## config.mk

```make
export PLATFORM = sky130hd
export DESIGN_NAME = column_solver
export DESIGN_NICKNAME = d
export VERILOG_FILES = /design/src/rtl/column_solver.sv
export SDC_FILE = /design/constraint.sdc
export NUM_CORES = 2
export LEC_CHECK = 0
export BUFFER_PORTS_ARGS = -buffer_cell sky130_fd_sc_hd__buf_2
export CAP_MARGIN = 20
export CORE_MARGIN = 2
export CORE_UTILIZATION = 25
export DETAILED_ROUTE_END_ITERATION = 10
export MAX_ROUTING_LAYER = met4
export PLACE_DENSITY = 0.43
export SKIP_CTS_REPAIR_TIMING = 1
export SYNTH_ARGS = -nofsm -noshare
export SYNTH_HDL_FRONTEND = slang
export SYNTH_SLANG_ARGS = --single-unit
```

## constraint.sdc

```tcl
create_clock -name clk -period 34.1 [get_ports clk]
set_clock_uncertainty 0.2 [all_clocks]
set_input_delay 3.41 -clock clk [delete_from_list [all_inputs] [get_ports clk]]
set_output_delay 3.41 -clock clk [all_outputs]
set_load 0.1 [all_outputs]
```

## src/rtl/column_solver.sv

```systemverilog
// column_solver: one column of a 1-D wave-equation solver.
// The block keeps u(n) and u(n-1) for NUM_ROW nodes in two synchronous-read RAMs.
// Each step sweeps the rows in order and produces u(n+1) with fixed zero
// boundaries, optional damping and saturation.
//
// start/busy handshake: start is a request that is taken only in the cycle it
// is seen high while the block is idle (busy low) and init_we is low. busy rises
// on the following cycle and stays high until the step_done cycle, inclusive.
// In continuous mode busy stays high across back-to-back steps. A request that
// arrives while busy is high is dropped, not queued.
module column_solver #(
  parameter int NUM_ROW = 33,
  parameter int ADDR_W  = 6,
  parameter int DW      = 18,
  parameter int FRAC    = 17
) (
  input  logic              clk,
  input  logic              rst_n,
  input  logic [DW-1:0]     rho,
  input  logic [3:0]        eta_shift,
  input  logic              run_cont,
  input  logic              start,
  input  logic              init_we,
  input  logic [ADDR_W-1:0] init_addr,
  input  logic [DW-1:0]     init_data,
  input  logic [ADDR_W-1:0] tap_row,
  output logic              busy,
  output logic              step_done,
  output logic [DW-1:0]     tap_out,
  output logic              tap_valid,
  output logic [15:0]       step_cnt,
  output logic [2:0]        dbg_state
);

  localparam int W     = DW + 3;
  localparam int PW    = 2 * DW + 3;
  localparam int DEPTH = 2 ** ADDR_W;

  localparam logic [ADDR_W:0]   NUM_ROW_W = (ADDR_W + 1)'(NUM_ROW);
  localparam logic [ADDR_W-1:0] LAST_ROW  = ADDR_W'(NUM_ROW - 1);
  localparam logic signed [W-1:0] SAT_MAX = {{(W - DW + 1){1'b0}}, {(DW - 1){1'b1}}};
  localparam logic signed [W-1:0] SAT_MIN = {{(W - DW + 1){1'b1}}, {(DW - 1){1'b0}}};

  typedef enum logic [2:0] {
    S_IDLE  = 3'd0,
    S_PRIME = 3'd1,
    S_CALC  = 3'd2,
    S_FETCH = 3'd3,
    S_DONE  = 3'd4
  } state_t;

  state_t              state;
  logic [ADDR_W-1:0]   row;
  logic [DW-1:0]       rho_q;
  logic [3:0]          eta_q;
  logic [ADDR_W-1:0]   tap_q;
  logic [DW-1:0]       u_prev;
  logic [DW-1:0]       centre;

  // RAM storage and registered read data
  logic [DW-1:0]       un_mem  [DEPTH];
  logic [DW-1:0]       nm1_mem [DEPTH];
  logic [DW-1:0]       un_rd_r;
  logic [DW-1:0]       un_rd_c;
  logic [DW-1:0]       nm1_rd;

  logic [ADDR_W-1:0]   un_ra_r;
  logic [ADDR_W-1:0]   nm1_ra;
  logic                ram_we;
  logic [ADDR_W-1:0]   ram_wa;
  logic [DW-1:0]       un_wd;
  logic [DW-1:0]       nm1_wd;

  logic [DW-1:0]       u_c;
  logic [DW-1:0]       u_jp1;
  logic [DW-1:0]       u_np1;
  logic signed [W-1:0] u_e, jm1_e, jp1_e, nm1_e;
  logic signed [W-1:0] lap, a_term, nm1_d, s_val, s_d;
  logic signed [PW-1:0] prod;
  logic                unused_prod;

  assign dbg_state = state;

  // Read addresses: PRIME fetches the right neighbour of row 0, FETCH the next row's operands
  always_comb begin
    un_ra_r = row + ADDR_W'(1);
    nm1_ra  = row;
    if (state == S_PRIME) begin
      un_ra_r = ADDR_W'(1);
      nm1_ra  = '0;
    end
  end

  // Write port: the init load in IDLE, the result write-back in CALC; nothing while in reset
  always_comb begin
    ram_we = 1'b0;
    ram_wa = row;
    un_wd  = u_np1;
    nm1_wd = u_c;
    if (rst_n) begin
      if (state == S_IDLE && init_we && ({1'b0, init_addr} < NUM_ROW_W)) begin
        ram_we = 1'b1;
        ram_wa = init_addr;
        un_wd  = init_data;
        nm1_wd = init_data;
      end else if (state == S_CALC) begin
        ram_we = 1'b1;
      end
    end
  end

  // Two RAMs with one write port and registered reads; contents are never reset
  always_ff @(posedge clk) begin
    if (ram_we) begin
      un_mem[ram_wa]  <= un_wd;
      nm1_mem[ram_wa] <= nm1_wd;
    end
    un_rd_r <= un_mem[un_ra_r];
    un_rd_c <= un_mem[0];
    nm1_rd  <= nm1_mem[nm1_ra];
  end

  // Node update: Laplacian, coefficient multiply, leapfrog with damping, saturation
  always_comb begin
    u_c    = (row == '0) ? un_rd_c : centre;
    u_jp1  = (row == LAST_ROW) ? '0 : un_rd_r;
    u_e    = {{(W - DW){u_c[DW-1]}}, u_c};
    jm1_e  = {{(W - DW){u_prev[DW-1]}}, u_prev};
    jp1_e  = {{(W - DW){u_jp1[DW-1]}}, u_jp1};
    nm1_e  = {{(W - DW){nm1_rd[DW-1]}}, nm1_rd};
    lap    = jm1_e + jp1_e - (u_e <<< 1);
    prod   = $signed({{(PW - DW){1'b0}}, rho_q}) * $signed({{(PW - W){lap[W-1]}}, lap});
    a_term = prod[FRAC +: W];
    nm1_d  = (eta_q == 4'd0) ? nm1_e : nm1_e - (nm1_e >>> eta_q);
    s_val  = (u_e <<< 1) + a_term - nm1_d;
    s_d    = (eta_q == 4'd0) ? s_val : s_val - (s_val >>> eta_q);
    if (s_d > SAT_MAX) begin
      u_np1 = SAT_MAX[DW-1:0];
    end else if (s_d < SAT_MIN) begin
      u_np1 = SAT_MIN[DW-1:0];
    end else begin
      u_np1 = s_d[DW-1:0];
    end
  end

  // Bits of the product that the arithmetic shift and the truncation discard
  assign unused_prod = ^{prod[PW-1:FRAC+W], prod[FRAC-1:0]};

  // Step sequencer with registered status outputs
  always_ff @(posedge clk) begin
    if (!rst_n) begin
      state     <= S_IDLE;
      row       <= '0;
      rho_q     <= '0;
      eta_q     <= '0;
      tap_q     <= '0;
      u_prev    <= '0;
      centre    <= '0;
      busy      <= 1'b0;
      step_done <= 1'b0;
      tap_out   <= '0;
      tap_valid <= 1'b0;
      step_cnt  <= '0;
    end else begin
      step_done <= 1'b0;
      tap_valid <= 1'b0;
      case (state)
        S_IDLE: begin
          if (start && !init_we) begin
            rho_q <= rho;
            eta_q <= eta_shift;
            tap_q <= tap_row;
            row   <= '0;
            busy  <= 1'b1;
            state <= S_PRIME;
          end
        end
        S_PRIME: begin
          u_prev <= '0;
          state  <= S_CALC;
        end
        S_CALC: begin
          u_prev <= u_c;
          centre <= u_jp1;
          if (row == tap_q) begin
            tap_out   <= u_np1;
            tap_valid <= 1'b1;
          end
          if (row == LAST_ROW) begin
            step_done <= 1'b1;
            step_cnt  <= step_cnt + 16'd1;
            state     <= S_DONE;
          end else begin
            row   <= row + ADDR_W'(1);
            state <= S_FETCH;
          end
        end
        S_FETCH: begin
          state <= S_CALC;
        end
        S_DONE: begin
          row <= '0;
          if (run_cont) begin
            state <= S_PRIME;
          end else begin
            busy  <= 1'b0;
            state <= S_IDLE;
          end
        end
        default: begin
          busy  <= 1'b0;
          state <= S_IDLE;
        end
      endcase
    end
  end

endmodule
```

==> Yosys cells after proc, flatten, opt, wreduce, memory -nomap -nowiden <==
Memories as Yosys holds them, arrays and structs flattened. A register that Yosys moved wholly into a read port is not among the register bits.
Index checks and enable logic that the tools add are counted.
{ "classes": {"mul": 1, "n_addsub": 8, "bitwise": 1, "magnitude_cmp": 3, "n_reduce_logical": 17, "shifts": 2, "mux": 32, "n_eq_ne": 9} }
{ "op_table": {"columns": ["operator", "n"], "rows": [
  ["$mux W18", 8],
  ["$mux W21", 2],
  ["$sub A21 B21 Y21", 2],
  ["$mul A19 B20 Y38", 1],
  ["$mux W6", 6],
  ["$pmux W18 S2", 1],
  ["$add A19 B21 Y21", 1],
  ["$gt A21 B18 Y1 const B", 1],
  ["$lt A21 B18 Y1 const B", 1],
  ["$sshr A18 B4 Y21", 1],
  ["$sshr A21 B4 Y21", 1],
  ["$sub A18 B21 Y21", 1],
  ["$sub A19 B19 Y20", 1],
  ["$add A18 B18 Y19", 1],
  ["$pmux W6 S3", 1],
  ["$add A16 B1 Y16 const B", 1],
  ["$pmux W3 S4", 1],
  ["$mux W1", 10],
  ["$reduce_and A2 Y1", 4],
  ["$add A6 B1 Y6 const B", 1],
  ["$eq A3 B2 Y1 const B", 2],
  ["$eq A6 B6 Y1", 1],
  ["$eq A6 B6 Y1 const B", 1],
  ["$logic_not A6 Y1", 1],
  ["17 further kinds", 22]
]} }
{ "totals": {"regBits": 110, "word_cells": 87, "n_memories": 2, "mem_bits_rw": 2304} }
{ "memory_table": {"columns": ["memory", "depth", "word_bits", "read_ports", "rd_ports_with_merged_regs", "wr", "line", "source"], "rows": [
  ["nm1_mem", 64, 18, 1, 1, 1, "62", "logic [DW-1:0] nm1_mem [DEPTH];"],
  ["un_mem", 64, 18, 2, 2, 1, "61", "logic [DW-1:0] un_mem [DEPTH];"]
]} }

==> Logic depth before layout (Yosys ltp) <==
{ "logic_depth": {"depth_word": 15, "depth_mapped": 81, "mapped_depth_nobuf": 74} }

==> Least setup slack after synthesis <==
Ideal clock, no wire load.
{ "synth_path": {"path_type": "register to register", "start": "register row[0]", "end": "memory un_mem[0][1] (data pin)", "n_path_buf": 7, "path_stages_with_launch": 71, "t_required_ns": 33.352, "arrival_time_ns": 17.925, "setup_ns": 0.548, "period_less_slack_ns": 18.673, "setup_slack_ns": 15.427, "path_cell_list": "dfxtp_1 -> clkbuf_1 -> inv_1 -> clkbuf_1 -> clkbuf_1 -> clkbuf_1 -> ha_1 -> and3_1 -> nor2b_1 -> buf_6 -> buf_1 -> mux2i_1 -> fa_1 -> ha_1 -> o21ai_0 -> a21boi_0 -> o21ai_1 -> a21oi_1 -> [... 35 more ...] -> o21ai_1 -> a21oi_1 -> xnor2_2 -> xnor2_4 -> mux4_2 -> mux4_2 -> inv_1 -> ha_1 -> a21oi_1 -> nand2_1 -> o211ai_1 -> a21oi_1 -> o211ai_1 -> and3_1 -> o2111ai_1 -> a21oi_1 -> o221ai_1 -> a21oi_1"} }
{ "synth_via": {"elab_chain_len": 15, "elab_cells_between_ends": 18, "cone_classes": "add/sub (5); mul (1); order compare (2); eq/ne (1); shift (1); mux (7); reduce/logical (1)"} }
{ "synth_lines": {"columns": ["item", "line", "source"], "rows": [
  ["start: declaration", "53", "logic [ADDR_W-1:0] row;"],
  ["start signal: assignment", "194", "row <= row + ADDR_W'(1);"],
  ["$eq A6 B6 Y1", "126", "u_jp1 = (row == LAST_ROW) ? '0 : un_rd_r;"],
  ["$mux W18", "126", null],
  ["$add A18 B18 Y19", "131", "lap = jm1_e + jp1_e - (u_e <<< 1);"],
  ["$sub A19 B19 Y20", "131", null],
  ["$mul A19 B20 Y38", "132", "prod = $signed({{(PW - DW){1'b0}}, rho_q}) * $signed({{(PW - W){lap[W-1]}}, lap});"],
  ["$add A19 B21 Y21 (*)", "135", "s_val = (u_e <<< 1) + a_term - nm1_d;"],
  ["$sub A21 B21 Y21 (*)", "135", null],
  ["$sshr A21 B4 Y21", "136", "s_d = (eta_q == 4'd0) ? s_val : s_val - (s_val >>> eta_q);"],
  ["$sub A21 B21 Y21", "136", null],
  ["$mux W21 (*)", "136", null],
  ["$lt A21 B18 Y1", "139", "end else if (s_d < SAT_MIN) begin"],
  ["$mux W18", "139", null],
  ["$mux W18 (*)", "137", "if (s_d > SAT_MAX) begin"],
  ["$mux W18", "101", "if (state == S_IDLE && init_we && ({1'b0, init_addr} < NUM_ROW_W)) begin"],
  ["$mux W18 (*)", "100", "if (rst_n) begin"],
  ["net un_wd[1]", "71", "logic [DW-1:0] un_wd;"],
  ["end: declaration", "61", null]
]} }
Mark *: on every way through the listed nets, which the timed path passes. The rest lies on a longest branch.

==> Final worst setup path <==
{ "layout_path": {"start": "register row[0]", "end": "memory un_mem[27][1] (data pin)"} }
Same word-level chain as after synthesis.

==> flow_summary.toml <==
[logic_synthesis]
yosys_most_used_dff = "edfxtp_1"
synth_edf_count = 2304
yosysSeqAreaShare = 0.622
synthArstFlopShare = 0
syn-cell-area_um2 = 116000
synth_fa_ha_area_frac = 0.0865
yosys_warnings = 0
syn_nets = 9866
synth_compound_area_frac = 0.103
synth-xor-area-share = 0.00946
syn_area_per_cell_um2 = 12.6
muxShareOfSynthArea = 0.0265
netlist_instances = 9235
synth_top_family_by_area = "simple AND/OR/NAND/NOR gates"
yosys.area_share.simple = 0.116
synth_seq_cells = 2468
synth_cell_types = 80

[sta]
rsz0062_at_grt = "no"
holdWs_ns = 0.177
setup_tns_ns = 0
setup_viol = 0
fin_crit_sh = 0.588
period_needed_ns = 20.05
worst_slack_ns = 14.05
maxSlewHeadroom = 0.220
finalMaxSlewViolations = 0
hold_violations = 0
max_freq_mhz = 49.9
tightest_slew_ns = 1.17

[clock_network]
clockRootBuffer = "clkbuf_16"
cts.sinks = 2468
htreeDepth = 5
cts_tree = "yes"
clkTransAtPathRegs_ns = 0.06
numCtsBuffers = 278
clkLatencyLatePin_ns = 0.93
cts_buffer_depth = 4

[worst_setup_path]
crit_start = "row[0]"
cp.required_ns = 34.47
cpMaxStageDelayCell = "a21oi_1"
r2r_slack_ns = 14.05
cp_max_fo = 64
critPathLaunchType = "flop"
critPathKind = "reg2reg"
r2r-end = "un_mem[27][1]"
reg2reg_depth = 71
r2r_start = "row[0]"
end_kind = "flop"
critPathArrivalTime_ns = 20.41
max_stage_delay_ns = 0.76

[placement]
placed_area_um2 = 125000
dp_slack_ns = 14.22
port_buffers = 96
place.gp.congestion = 0.866
dpl.hpwl_um = 245000

[routing]
drtIter0Drc = 7516
drt-wirelength-per-cell_um = 26.5
vias_per_cell = 4.96
vias = 77522
route.detailed.drc = 0
ant_nets = 0
dr.pass1.iters = 5
wirelength_um = 414000

[final_layout]
design_area_um2 = 134000
layout-drive-gt1-share = 0.106
fin_nets = 9869
nFillCells = 46955
area_growth_pct = 15.3
most-common-layout-cells = "edfxtp_1, nand2_1, inv_1"
layout_commonest_cell = "edfxtp_1"

[floorplan]
die_y_um = 687
die_area_um2 = 471000
die_w_um = 687
start_util = 0.251
io_pins = 97
std_cell_rows = 250
core_area_um2 = 464000

[run]
drv_cap = 0

[min_path]
holdPathStages = 0
min_from = "un_mem[0][10]"
hold-path-endpoint = "un_rd_c[10]"
hold_path_class = "reg2reg"

[global_route]
antenna_found_initial = 36
grt_max_degree = 175
overflow = 0
grtUsageTotal = 0.176
first_global_vias = 77312
grt_pass1_wl_um = 588000

[run_status]
status = "complete, no violations"
## cell type report
class	count	area, um^2	area share
timing repair buffer	366	2820	0.0210
antenna	11	27.5	0.000205
sequential	2468	72500	0.540
multi-input combinational	5630	40800	0.304
clock inverter	128	1010	0.00754
inverter	494	1870	0.0139
clock buffer	372	7590	0.0565
tap	6174	7720	0.0575
## cells in the mapped netlist (39+ instances only)
master,n,share of area
o211ai_1,210,0.014
o21ai_0,164,0.0070
a31oi_1,142,0.0076
dfxtp_1,164,0.028
a21boi_0,49,0.0032
clkbuf_1,571,0.018
a21oi_1,366,0.016
and2_1,217,0.012
o21a_1,39,0.0025
edfxtp_1,2304,0.59
buf_1,63,0.0020
mux2_2,82,0.0079
xnor2_1,72,0.0054
nor2b_1,51,0.0027
o22ai_1,69,0.0037
a311oi_1,124,0.0093
inv_1,493,0.016
xor2_1,47,0.0035
nand3_1,459,0.020
nor2_1,240,0.0077
mux2i_1,168,0.014
a211oi_1,144,0.0093
nand2_1,1495,0.048
o221ai_1,204,0.015
or3_1,194,0.010
fa_1,386,0.066
ha_1,188,0.020
and3_1,110,0.0059
nand4_1,83,0.0045
## critical path, delay by kind of cell, from the launching register on
kind,cells,cell delay [ns]
buffers and inverters,11,2.02
flip-flops,1,0.45
AND/OR/NAND/NOR,13,2.50
XOR/XNOR,5,0.84
multiplexers,4,1.86
AO/OA/AOI/OAI,25,6.53
adder cells (fa/ha/maj),13,5.13
## how the worst max path moves through the flow
stage,end,slack [ns]
after detailed placement,un_mem[56][14],14.22
after floorplan,un_mem[0][1],15.43
after CTS,un_mem[27][1],14.05
final,un_mem[27][1],14.05
after global routing,un_mem[29][1],12.80
after global placement,un_mem[56][14],14.30
## logic make-up (layout without fill, tap and decap cells)
logic type	after synthesis	count (layout)
other	0	11
buffers and inverters	1137	1360
AOI/OAI and AO/OA	1721	1721
xor gates and xnor gates	122	122
muxes	272	272
DFF	2468	2468
adders and majority gates	574	574
and+or+nand+nor	2941	2941
## layer usage
metal | up-vias | track usage | part of all wire
li1 | 34025 | - | -
met1 | 40460 | 0.235 | 0.45
met2 | 2529 | 0.280 | 0.47
met4 | 0 | 0.0500 | 0.031
met3 | 508 | 0.0230 | 0.054
met5 | - | - | 0
## stage by stage
step                      std cells   util
after floorplan                9235      -
after global placement        15117  0.270
after detailed placement      15118  0.270
after CTS                     15618  0.289
after global routing          15637  0.289
final                         15643  0.290
## registers in the layout, indices dropped and copies added, names as in the netlist, 4 cells and up
register / flops
eta_q: 4
nm1_rd: 18
un_rd_r: 18
centre: 18
step_cnt: 16
un_mem: 1152
tap_out: 18
row: 6
un_rd_c: 18
u_prev: 18
rho_q: 18
nm1_mem: 1152
tap_q: 6
Power is left out: the tool's default activity adds up to more than one toggle a clock period on the data nets, which glitch-free logic cannot reach.
